### src/rtl/cuenta_pkg.sv
// Shared types and constants for the ones/zeros counter.
// Optional early termination is selected by CUENTA_EARLY_EXIT_EN.
package cuenta_pkg;

    typedef enum logic [1:0] {
        IDLE,
        CUENTA,
        FIN
    } state_t;

    localparam logic MODO_UNOS  = 1'b0;
    localparam logic MODO_CEROS = 1'b1;

endpackage

### src/rtl/cuenta_unos_n.sv
// Serial bit counter: counts ones (or zeros) of Valor, one bit per clock.
// Define CUENTA_EARLY_EXIT_EN to stop as soon as no counted bits remain.
module cuenta_unos_n
    import cuenta_pkg::*;
#(
    parameter  int WIDTH = 8,
    localparam int CW    = $clog2(WIDTH + 1)
) (
    input  logic             clk,
    input  logic             rst_n,
    input  logic [WIDTH-1:0] Valor,
    input  logic             start,
    input  logic             modo,
    output logic [CW-1:0]    Cuenta,
    output logic             fin,
    output logic             busy
);

    state_t           state;
    state_t           state_nx;
    logic [WIDTH-1:0] sr;
    logic [CW-1:0]    rem;
    logic             last;
    logic             accept;

    assign accept = start && (state != CUENTA);

`ifdef CUENTA_EARLY_EXIT_EN
    // Nothing left to count once the shifted register is empty.
    assign last = (rem == CW'(1)) || ((sr >> 1) == '0);
`else
    assign last = (rem == CW'(1));
`endif

    always_ff @(posedge clk or negedge rst_n) begin
        if (!rst_n) begin
            state <= IDLE;
        end else begin
            state <= state_nx;
        end
    end

    always_comb begin
        state_nx = state;
        unique case (state)
            IDLE:    if (start) state_nx = CUENTA;
            CUENTA:  if (last)  state_nx = FIN;
            FIN:     state_nx = start ? CUENTA : IDLE;
            default: state_nx = IDLE;
        endcase
    end

    always_comb begin
        busy = 1'b0;
        fin  = 1'b0;
        unique case (state)
            CUENTA:  busy = 1'b1;
            FIN:     fin  = 1'b1;
            default: ;
        endcase
    end

    always_ff @(posedge clk or negedge rst_n) begin
        if (!rst_n) begin
            sr     <= '0;
            rem    <= '0;
            Cuenta <= '0;
        end else if (accept) begin
            sr     <= (modo == MODO_CEROS) ? ~Valor : Valor;
            rem    <= CW'(WIDTH);
            Cuenta <= '0;
        end else if (state == CUENTA) begin
            sr     <= sr >> 1;
            rem    <= rem - CW'(1);
            Cuenta <= Cuenta + CW'(sr[0]);
        end
    end

endmodule

### config.mk
export PLATFORM = sky130hd
export DESIGN_NAME = cuenta_unos_n
export DESIGN_NICKNAME = d
export VERILOG_FILES = /design/src/rtl/cuenta_pkg.sv /design/src/rtl/cuenta_unos_n.sv
export SDC_FILE = /design/constraint.sdc
export NUM_CORES = 1
export LEC_CHECK = 0
export CORE_MARGIN = 8
export CORE_UTILIZATION = 34
export CTS_CLUSTER_SIZE = 20
export DETAILED_ROUTE_END_ITERATION = 10
export PLACE_DENSITY = 0.65
export SLEW_MARGIN = 15
export SYNTH_ARGS = -nofsm -noshare
export SYNTH_HDL_FRONTEND = slang
export SYNTH_SLANG_ARGS = --single-unit
### constraint.sdc
create_clock -name clk -period 1.5 [get_ports clk]
set_clock_uncertainty 0.15 [all_clocks]
set_input_delay 0.3 -clock clk [delete_from_list [all_inputs] [get_ports clk]]
set_output_delay 0.3 -clock clk [all_outputs]
set_load 0.01 [all_outputs]
==> results of run 1 <==
==> final cells by class <==
cell class / count / area (µm²)
well taps: 31 / 38.8
inverters: 4 / 20.0
repair buffers: 28 / 262
multi-input cells: 65 / 488
fillers: 254 / 1440
clock buffers: 4 / 36.3
flip-flops and latches: 18 / 452
==> cells in the mapped netlist, types with 2 or more instances <==
library cell / number
and3_1: 2
buf_2: 3
dfrtp_1: 18
ha_1: 4
inv_1: 3
mux2_4: 2
mux2i_1: 7
mux2i_4: 2
nand2_1: 13
nand3_1: 3
nor3_1: 5
o21ai_0: 11
xor2_1: 7
==> state kept, by name, summed over array words and instances (netlist names) <==
signal and count:
state 2, sr 8, rem 4, Cuenta 4
==> logic make-up after synthesis <==
kind of cell               count (synthesis)  synth area share, %
buffers and inverters                      9                 5.25
xor gates and xnor gates                   8                 7.17
AOI/OAI and AO/OA                         14                 8.07
DFF                                       18                 46.1
muxes                                     11                 14.9
adders and majority gates                  4                 5.12
and+or+nand+nor                           28                 13.4
==> power by group through the flow <==
| stage | Combinational (mW) | Sequential, mW | Clock, mW |
|---|---|---|---|
| final | 0.985 | 0.842 | 0.303 |
| after global routing | 1.11 | 0.872 | 0.345 |
| after CTS | 0.971 | 0.838 | 0.314 |
| after detailed placement | 0.980 | 0.849 | 0 |
| after global placement | 0.945 | 0.839 | 0 |
| after floorplan | 0.644 | 0.841 | 0 |
==> repair_timing <==
item,in CTS,in global routing
gates resized for setup,13,8
setup endpoints to repair,9,6
cloned,0,0
setup buffers,1,0
==> worst reg2reg max path: stages, from the launching register on <==
cell      delay [ps]
dfrtp_2          450
nand2b_4          90
clkinv_4          50
buf_6            150
and3_1           170
a311o_1          260
==> metal layers <==
layer / vias up / wire (µm)
met2: 21 / 878
met1: 329 / 957
met4: 0 / 0
met5: - / 0
met3: 0 / 119
li1: 369 / -
==> worst max path at each step <==
stage	depth (start not counted)	slack, ps	startpoint	endpoint
after floorplan	4	80	Cuenta[0]	Cuenta[2]
after global placement	4	-120	start	sr[6]
after detailed placement	4	-130	start	sr[4]
after CTS	2	-20	state[0]	fin
after global routing	2	-60	state[0]	fin
final	2	10	state[0]	fin
==> flow_summary.ini, run 1 <==
[final_layout]
area_delta_synth_final_pct = 32.7
fin_util_pct = 47.4
instances_no_fill = 150
antenna_cells = 0
stdcell_area_um2 = 1300
final_common_cell = dfrtp_1
drive_gt1_share_pct = 21.8
nets = 136
final_cell_mix = dfrtp_1 (17), nand2_1 (13), o21ai_0 (11), clkdlybuf4s50_1 (11), buf_4 (9)

[synthesis]
synth_seq_cells = 18
yosysTopAreaCell = dfrtp_1
synth_top_area_share_pct = 46.1
ys_warn_count = 0
synthTopCellsByArea = dfrtp_1 (46%), mux2i_1 (7.2%), xor2_1 (6.3%)
syn_avg_cell_area_um2 = 10.6
ys_async_sr_fraction_pct = 100
ys_seq_area_share_pct = 46.1
synth_area_um2 = 977
syn-num-nets = 108
synth-edff-count = 0
synth.distinct_cells = 25
synth_flop_cell = dfrtp_1
netlist_instances = 92

[timing]
finalCritPeriodShare_pct = 99.3
timing.slew.headroom_pct = 75.3
fin_tns_setup_ps = 0
setup_viol = 0
slew_violations = 0
hold_violations = 0
holdWs_ps = 166
worst_slew_pin_slew_ps = 370
grt_setup_unrepaired = true
fmax_mhz = 672
finalWorstSetupSlack_ps = 11.0
post-route-min-period_ps = 1490

[route]
ant_nets = 0
drc = 0
drt_iter0_markers = 14
dr.pass1.iters = 4
finalWirelength_um = 1960
wl_per_cell_um = 13.0
num_vias = 719
viasPerCell = 4.79

[clock_network]
cts-hold-fix-buffers = 0
ctsRootBufferMaster = clkbuf_4
clockBufferDepth = 2
htreeDepth = 1
numClockSinks = 18
insertion_delay_ps = 290
cts_buffers = 3
cts_tree = built
clkTransAtPathRegs_ps = 110

[critical_path]
setup.worst_path.class = reg -> out
worst-path-max-fanout = 3
crit_required_ps = 1050
worst_r2r_path_depth = 5
crit_family = flip-flops
critPathArrivalTime_ps = 1040
r2r_start = state[0]
path_cells = nor2b_2, buf_2
rrSetupSlack_ps = 60
worst_setup_path_end_kind = primary output
crit_slowest_cell = dfrtp_2
cpPeakStageDelay_ps = 450
crit_path_start_kind = register
cp_num_buf_inv = 1
reg2reg_to = Cuenta[3]

[power_and_ir_drop]
seq_power_share_pct = 39.5
p_leak_nw = 0.612
p_sw_share_pct = 36.4
power_density_nw_per_um2 = 1640
switchingPower_uw = 776
peakVddDrop_uv = 961
pwr-share-clk_pct = 14.2
comb_power_share_pct = 46.2
total_power_mw = 2.13
internal_power_mw = 1.35

[grt]
grt_pass1_wl_um = 3510
track_usage_pct = 8.52
met3_usage_pct = 3.86
met1_usage_pct = 10.3
antenna_found_initial = 0
busiest_layer = met2
grt-ovfl-total = 0
first_global_vias = 751
grt_use_met2_pct = 13.7
grt_max_degree = 20

[placement]
portBuffers = 17
place_area_um2 = 1240
place_hpwl_um = 1490
dp_slack_ps = -135
gp_congestion = 0.705
post-place-cells = 145

[floorplan]
io_pins = 18
fp-row-count = 19
dieArea_um2 = 4850
die_w_um = 69.6
die_h_um = 69.6
core_area_um2 = 2730
initial_utilization_pct = 35.7

[status]
status = complete, no violations

[worst_hold_path]
min_path_type = in -> async

[run]
maxCapViolations = 0
(Power assumes the default switching activity.)
==> inputs of run 2 (changes only) <==
CORE_MARGIN = 3   (was 8)
CTS_CLUSTER_DIAMETER = 60   (was default)
==> run 2 against run 1 <==
  * Non-clock buffer count down 1
  * Worst hold slack better by 14 ps
  * Largest power group unchanged
  * Power up 1.4%
  * Combinational power about the same
  * Sequential share of layout area down 0.16 points
  * Final area up 0.19%
  * Register-to-register slack about the same
  * Critical path depth unchanged
  * Largest cell class unchanged
==> flow_summary.ini, run 2 (synthesis gave the netlist of run 1 again) <==
[power_and_ir_drop]
seq_power_share_pct = 39.2
peakVddDrop_uv = 980
internal_power_mw = 1.36
total_power_mw = 2.16
pwr-share-clk_pct = 13.9
comb_power_share_pct = 46.9
p_sw_share_pct = 37.1
switchingPower_uw = 802
p_leak_nw = 0.609
power_density_nw_per_um2 = 1660

[final_layout]
regArea_um2 = 450
reg_top3 = sr x8, Cuenta x4, rem x4
drive_gt1_share_pct = 22.9
final_common_cell = dfrtp_1
final_cell_mix = dfrtp_1 (18), nand2_1 (13), o21ai_0 (11), clkdlybuf4s50_1 (11), buf_4 (8)
area_delta_synth_final_pct = 32.9
nets = 135
largest_register_ff_count = 8
antenna_cells = 0
multi_input_area_um2 = 500
max_flop_register = sr
fill_cells = 255
instances_no_fill = 148

[timing]
worst_slew_pin_slew_ps = 266
timing.slew.headroom_pct = 82.2
setup_viol = 0
hold_violations = 0
fmax_mhz = 671
post-route-min-period_ps = 1490
slew_violations = 0
fin_tns_setup_ps = 0
finalCritPeriodShare_pct = 99.4
finalWorstSetupSlack_ps = 9.63
grt_setup_unrepaired = true

[grt]
grt-ovfl-total = 0
antenna_found_initial = 0
track_usage_pct = 12.4
grt_pass1_wl_um = 3290
grt_max_degree = 19
first_global_vias = 716

[route]
ant_nets = 0
dr.pass1.iters = 4
finalWirelength_um = 1950
viasPerCell = 5.07
num_vias = 750
wl_per_cell_um = 13.2
drc = 0
drt_iter0_markers = 10

[critical_path]
worst_setup_path_end_kind = primary output
crit_end = fin
setup.worst_path.class = reg -> out
critPathArrivalTime_ps = 1040
worst_r2r_path_depth = 5
crit_required_ps = 1050
cp-startpoint = state[0]
rrSetupSlack_ps = 60
worst-path-max-fanout = 3
crit_path_start_kind = register
reg2reg_to = Cuenta[2]
r2r_start = state[1]

[clock_network]
cts_tree = built
cts-hold-fix-buffers = 0
cts_buffers = 3
numClockSinks = 18
ctsRootBufferMaster = clkbuf_4
clockBufferDepth = 2
htreeDepth = 1
clkTransAtPathRegs_ps = 100
insertion_delay_ps = 290

[worst_hold_path]
min_path_type = in -> async

[status]
status = complete, no violations

[placement]
portBuffers = 17
dp_slack_ps = -102
place_hpwl_um = 1420
post-place-cells = 143
gp_congestion = 0.693

[floorplan]
die_w_um = 59.6
dieArea_um2 = 3550
core_area_um2 = 2610
io_pins = 18
die_h_um = 59.6
fp-row-count = 18
initial_utilization_pct = 37.4

[run]
maxCapViolations = 0
==> run 2: metrics by stage <==
step	area [µm²]	util, %	hold slack, ps
3_3_place_gp	1230	47.2	311
2_1_floorplan	977	-	-146
4_1_cts	1280	48.9	181
5_1_grt	1300	49.7	203
3_5_place_dp	1230	47.2	322
6_report	1300	49.7	180
==> run 2: critical path, cell delays in order (launching register included) <==
cell	delay (ps)
dfrtp_1	440
nor2b_2	160
buf_2	150
==> run 2: repair_timing <==
| item | CTS | global route |
|---|---|---|
| resized for setup | 16 | 5 |
| buffers inserted | 2 | 0 |
| setup endpoints to repair | 8 | 6 |
| pin swaps | 0 | 1 |
==> run 2: how the worst min path moves through the flow <==
stage	start	endpoint	slack [ps]
after floorplan	rst_n	Cuenta[0]	-150
after global placement	sr[4]	sr[3]	310
after detailed placement	sr[4]	sr[3]	320
after CTS	rst_n	rem[2]	180
after global routing	rst_n	rem[2]	200
final	rst_n	rem[2]	180
==> run 2: layout make-up <==
type	count	area share [%]
Clock buffer	4	2.79
Inverter	4	1.54
Multi-Input combinational cell	65	38.5
Sequential cell	18	34.7
Tap cell	30	2.89
Timing Repair Buffer	27	19.6
==> run 2: layer usage <==
metal / track usage, % / up-vias / share of wire (%)
met5: 0 / - / 0
met4: 3.80 / 0 / 0.98
met3: 2.18 / 2 / 4.7
met2: 19.3 / 18 / 44
met1: 17.6 / 361 / 50
li1: - / 369 / -
==> run 2: power by group through the flow <==
stage	logic (mW)	clock network (mW)	registers, mW
floorplan	0.644	0	0.841
global placement	0.943	0	0.838
detailed placement	0.983	0	0.847
CTS	0.978	0.312	0.841
global route	1.14	0.329	0.875
finish	1.01	0.300	0.846
==> inputs of run 3 (changes only) <==
PLACE_DENSITY = default   (was 0.65)
==> run 3 against run 2 <==
  * Global-route usage is 0.38 points lower
  * Via count is 2.7% lower
  * Clock power is 24% lower
  * Combinational power hardly changed
  * Final area is 1.2% lower
  * Critical path type is now reg -> reg
  * Non-clock buffer count is 2 higher
  * Critical path depth is 2 higher
  * Critical endpoint is now Cuenta[2]
  * Fmax is 2.8% higher
  * Worst hold slack better by 7.5 ps
  * Register-to-register slack hardly changed
==> flow_summary.ini, run 3 (synthesis gave the netlist of run 1 again) <==
[final_layout]
antenna_cells = 0
final_cell_mix = dfrtp_1 (17), nand2_1 (13), o21ai_0 (11), clkdlybuf4s50_1 (11), buf_4 (11)
nets = 137
multi_input_area_um2 = 490
drive_gt1_share_pct = 21.0
reg_top3 = sr x8, Cuenta x4, rem x4
regArea_um2 = 452
fill_cells = 244
max_flop_register = sr
area_delta_synth_final_pct = 31.4
final_common_cell = dfrtp_1
stdcell_area_um2 = 1280
largest_register_ff_count = 8

[critical_path]
cpPeakStageDelay_ps = 410
rrSetupSlack_ps = 50
worst-path-max-fanout = 3
worst_setup_path_end_kind = register
crit_required_ps = 1570
crit_path_start_kind = register
path_cells = ha_1, ha_1, mux2_4, mux2i_4
critPathArrivalTime_ps = 1520
setup.worst_path.class = reg -> reg
crit_slowest_cell = dfrtp_1
crit_top_cell = ha_1

[timing]
grt_setup_unrepaired = true
setup_viol = 0
slew_violations = 0
fin_tns_setup_ps = 0
fmax_mhz = 690
post-route-min-period_ps = 1450
hold_violations = 0
worst_slew_pin_slew_ps = 305
finalCritPeriodShare_pct = 96.7
timing.slew.headroom_pct = 79.6

[worst_hold_path]
min_path_type = in -> async

[route]
met1_length_um = 888
dr.pass1.iters = 4
drt_iter0_markers = 22
ant_nets = 0
dr_wl_met2_um = 761
drc = 0
num_vias = 730
top_layer = met3
viasPerCell = 4.90
wl_met3_um = 137
wl_per_cell_um = 12.0
finalWirelength_um = 1790

[placement]
portBuffers = 17
place_area_um2 = 1230
place_hpwl_um = 1330
gp_congestion = 0.733

[grt]
grt_pass1_wl_um = 3200
antenna_found_initial = 0
first_global_vias = 701
track_usage_pct = 12.0
grt-ovfl-total = 0
grt_max_degree = 19

[clock_network]
numClockSinks = 18
insertion_delay_ps = 280
cts_buffers = 3
cts-hold-fix-buffers = 0
clockBufferDepth = 2
clkTransAtPathRegs_ps = 100
cts_tree = built
ctsRootBufferMaster = clkbuf_4
htreeDepth = 1

[status]
status = complete, no violations

[floorplan]
core_area_um2 = 2610
dieArea_um2 = 3550
fp-row-count = 18
die_w_um = 59.6
io_pins = 18
initial_utilization_pct = 37.4
die_h_um = 59.6

[power_and_ir_drop]
p_leak_nw = 0.613
power_density_nw_per_um2 = 1610
peakVddDrop_uv = 1430
total_power_mw = 2.06

[run]
maxCapViolations = 0
## run 3: area by class of cell
cell class	instances	share of cell area, %
multi-input combinational	65	38.2
clock buffer	3	1.75
inverter	4	1.56
tap	30	2.92
timing repair buffer	29	20.4
sequential	18	35.2
## run 3: path summary, 6_finish.rpt
path,endpoint,start,cells after the start
setup reg to reg,Cuenta[2],Cuenta[0],4
setup / recovery,Cuenta[2],Cuenta[0],4
max in group asynchronous,state[0],rst_n,2
hold / removal,rem[2],rst_n,2
hold reg to reg,sr[1],sr[2],2
min in group clk,sr[1],sr[2],2
## run 3: repair_timing
item / CTS / global route
gates resized for setup: 15 / 5
endpoints found under the setup margin: 8 / 7
setup buffers: 2 / 0
## run 3: where the power goes
group	internal, mW	switching (mW)	total (mW)
clock	0.0931	0.135	0.228
sequential	0.690	0.152	0.842
combinational	0.521	0.471	0.991
## run 3: layer usage
layer | up-vias | track usage (%)
met5 | - | 0
met4 | 0 | 0.949
met3 | 0 | 4.36
met2 | 23 | 17.2
met1 | 335 | 18.2
li1 | 372 | -
## run 3: per-stage QoR
step	cells	hold WS, ps	util (%)	setup WS, ps
floorplan	92	-146	-	79.1
global placement	144	314	47.0	-108
detailed placement	144	326	47.0	-108
CTS	149	184	48.3	14.1
global route	149	188	49.1	-0.112
finish	149	187	49.1	50.1
## run 3: critical path, delay by kind of cell (launching register included)
family,cells,cell delay [ps]
fa+ha+maj,2,430
mux,2,390
flops,1,410
==> RTL change, RTL diff (settings of run 3) <==
The 3 states of `state_t` get a one-hot encoding in 3 bits.
--- a/src/rtl/cuenta_pkg.sv
+++ b/src/rtl/cuenta_pkg.sv
@@ -3,8 +3,8 @@
 package cuenta_pkg;
 
-    typedef enum logic [1:0] {
-        IDLE,
-        CUENTA,
-        FIN
+    typedef enum logic [2:0] {
+        IDLE   = 3'b001,
+        CUENTA = 3'b010,
+        FIN    = 3'b100
     } state_t;
 
Check against the original RTL: same outputs for any inputs over 10 cycles, from zero or initial values and one cycle with rst_n low; not proved beyond that.
==> RTL change against run 3 <==
  * Sequential share of layout area down 4.4 points
  * Utilization up 5.5 points
  * Via count up 14%
  * Non-clock buffer count up 11
  * Final area up 20%
  * Wire length up 23%
  * Total power up 3.0%
  * The run now ends with negative setup slack left
  * Synthesized cell count up 8.7%
  * Sequential cell count up 1
  * Synthesized area up 6.3%
  * Setup slack worse by 0.25 ns
  * Count of clock-buffer cells in the layout up 1
  * Critical path type is now reg -> out
==> RTL change: results <==
{
  "route.top_layer_used": "met4",
  "slew_headroom_pct": 82.2,
  "synth-compound-area-share_pct": 10.6,
  "grt.met2_usage_pct": 20.8,
  "fill_cells": 260,
  "use_met1_pct": 17.4,
  "setup_ws_ns": -0.202,
  "drive_gt1_share_pct": 36.0,
  "wl_met3_um": 79,
  "setup_viol": 11,
  "place.gp.congestion": 0.675,
  "seq_area_frac_synth_pct": 45.9,
  "violations": "negative setup slack",
  "synthAdderAreaFrac_pct": 4.82,
  "critPathMaxFanout": 2,
  "synth_xor_area_share_pct": 7.59,
  "powerClk_mw": 0.257,
  "cts_setup_buffers": 8,
  "synthMuxAreaShare_pct": 7.83,
  "outcome": "complete, but fails checks",
  "swShare_pct": 34.6,
  "comb_power_mw": 1.03,
  "first_global_vias": 797,
  "p_int_mw": 1.39,
  "met1Wirelength_um": 1030,
  "synth.distinct_cells": 28,
  "dr_wl_met2_um": 1080,
  "syn_nets": 116,
  "grt_start_max_net_pins": 20,
  "fin_tns_setup_ns": -1.06,
  "leakage_nw": 0.733,
  "post_cts_resize_count": 30,
  "placed_cell_area_mm2": 0.00131,
  "vdd.ir_drop.worst_mv": 0.755,
  "dp_hpwl_um": 1460,
  "drtIter0Drc": 11,
  "grt_pass1_wl_um": 3570,
  "ys_top_cells_by_count": "dfrtp_1 (18), nand2_1 (12), o21ai_0 (12)",
  "final_nets": 156
}
-- RTL change: cell count changes after synthesis, moves of 2 or more --
cell and delta:
nor3b_2 +3, a211o_1 +3, mux2i_4 -2, mux2_4 -2
nor2_1 +2
-- RTL change: final timing paths --
check,start,end,slack [ns],depth (start not counted)
min,rst_n,Cuenta[3]$_DFFE_PN0P_,0.19,2
max in group asynchronous,rst_n,state[0]$_DFFE_PN1P_,0.73,2
max reg2reg,state[0]$_DFFE_PN1P_,rem[3]$_DFFE_PN0P_,-0.14,7
max,state[0]$_DFFE_PN1P_,busy,-0.20,3
min reg2reg,sr[2]$_DFFE_PN0P_,sr[1]$_DFFE_PN0P_,0.35,2
min in group clk,sr[2]$_DFFE_PN0P_,sr[1]$_DFFE_PN0P_,0.35,2
-- RTL change: area by class of cell --
type	count	area (um2)	share of cell area (%)
sequential	19	477	30.8
timing repair buffer	40	408	26.4
clock buffer	4	26.3	1.70
tap	31	38.8	2.51
inverter	4	20.0	1.29
multi-input combinational	72	577	37.3
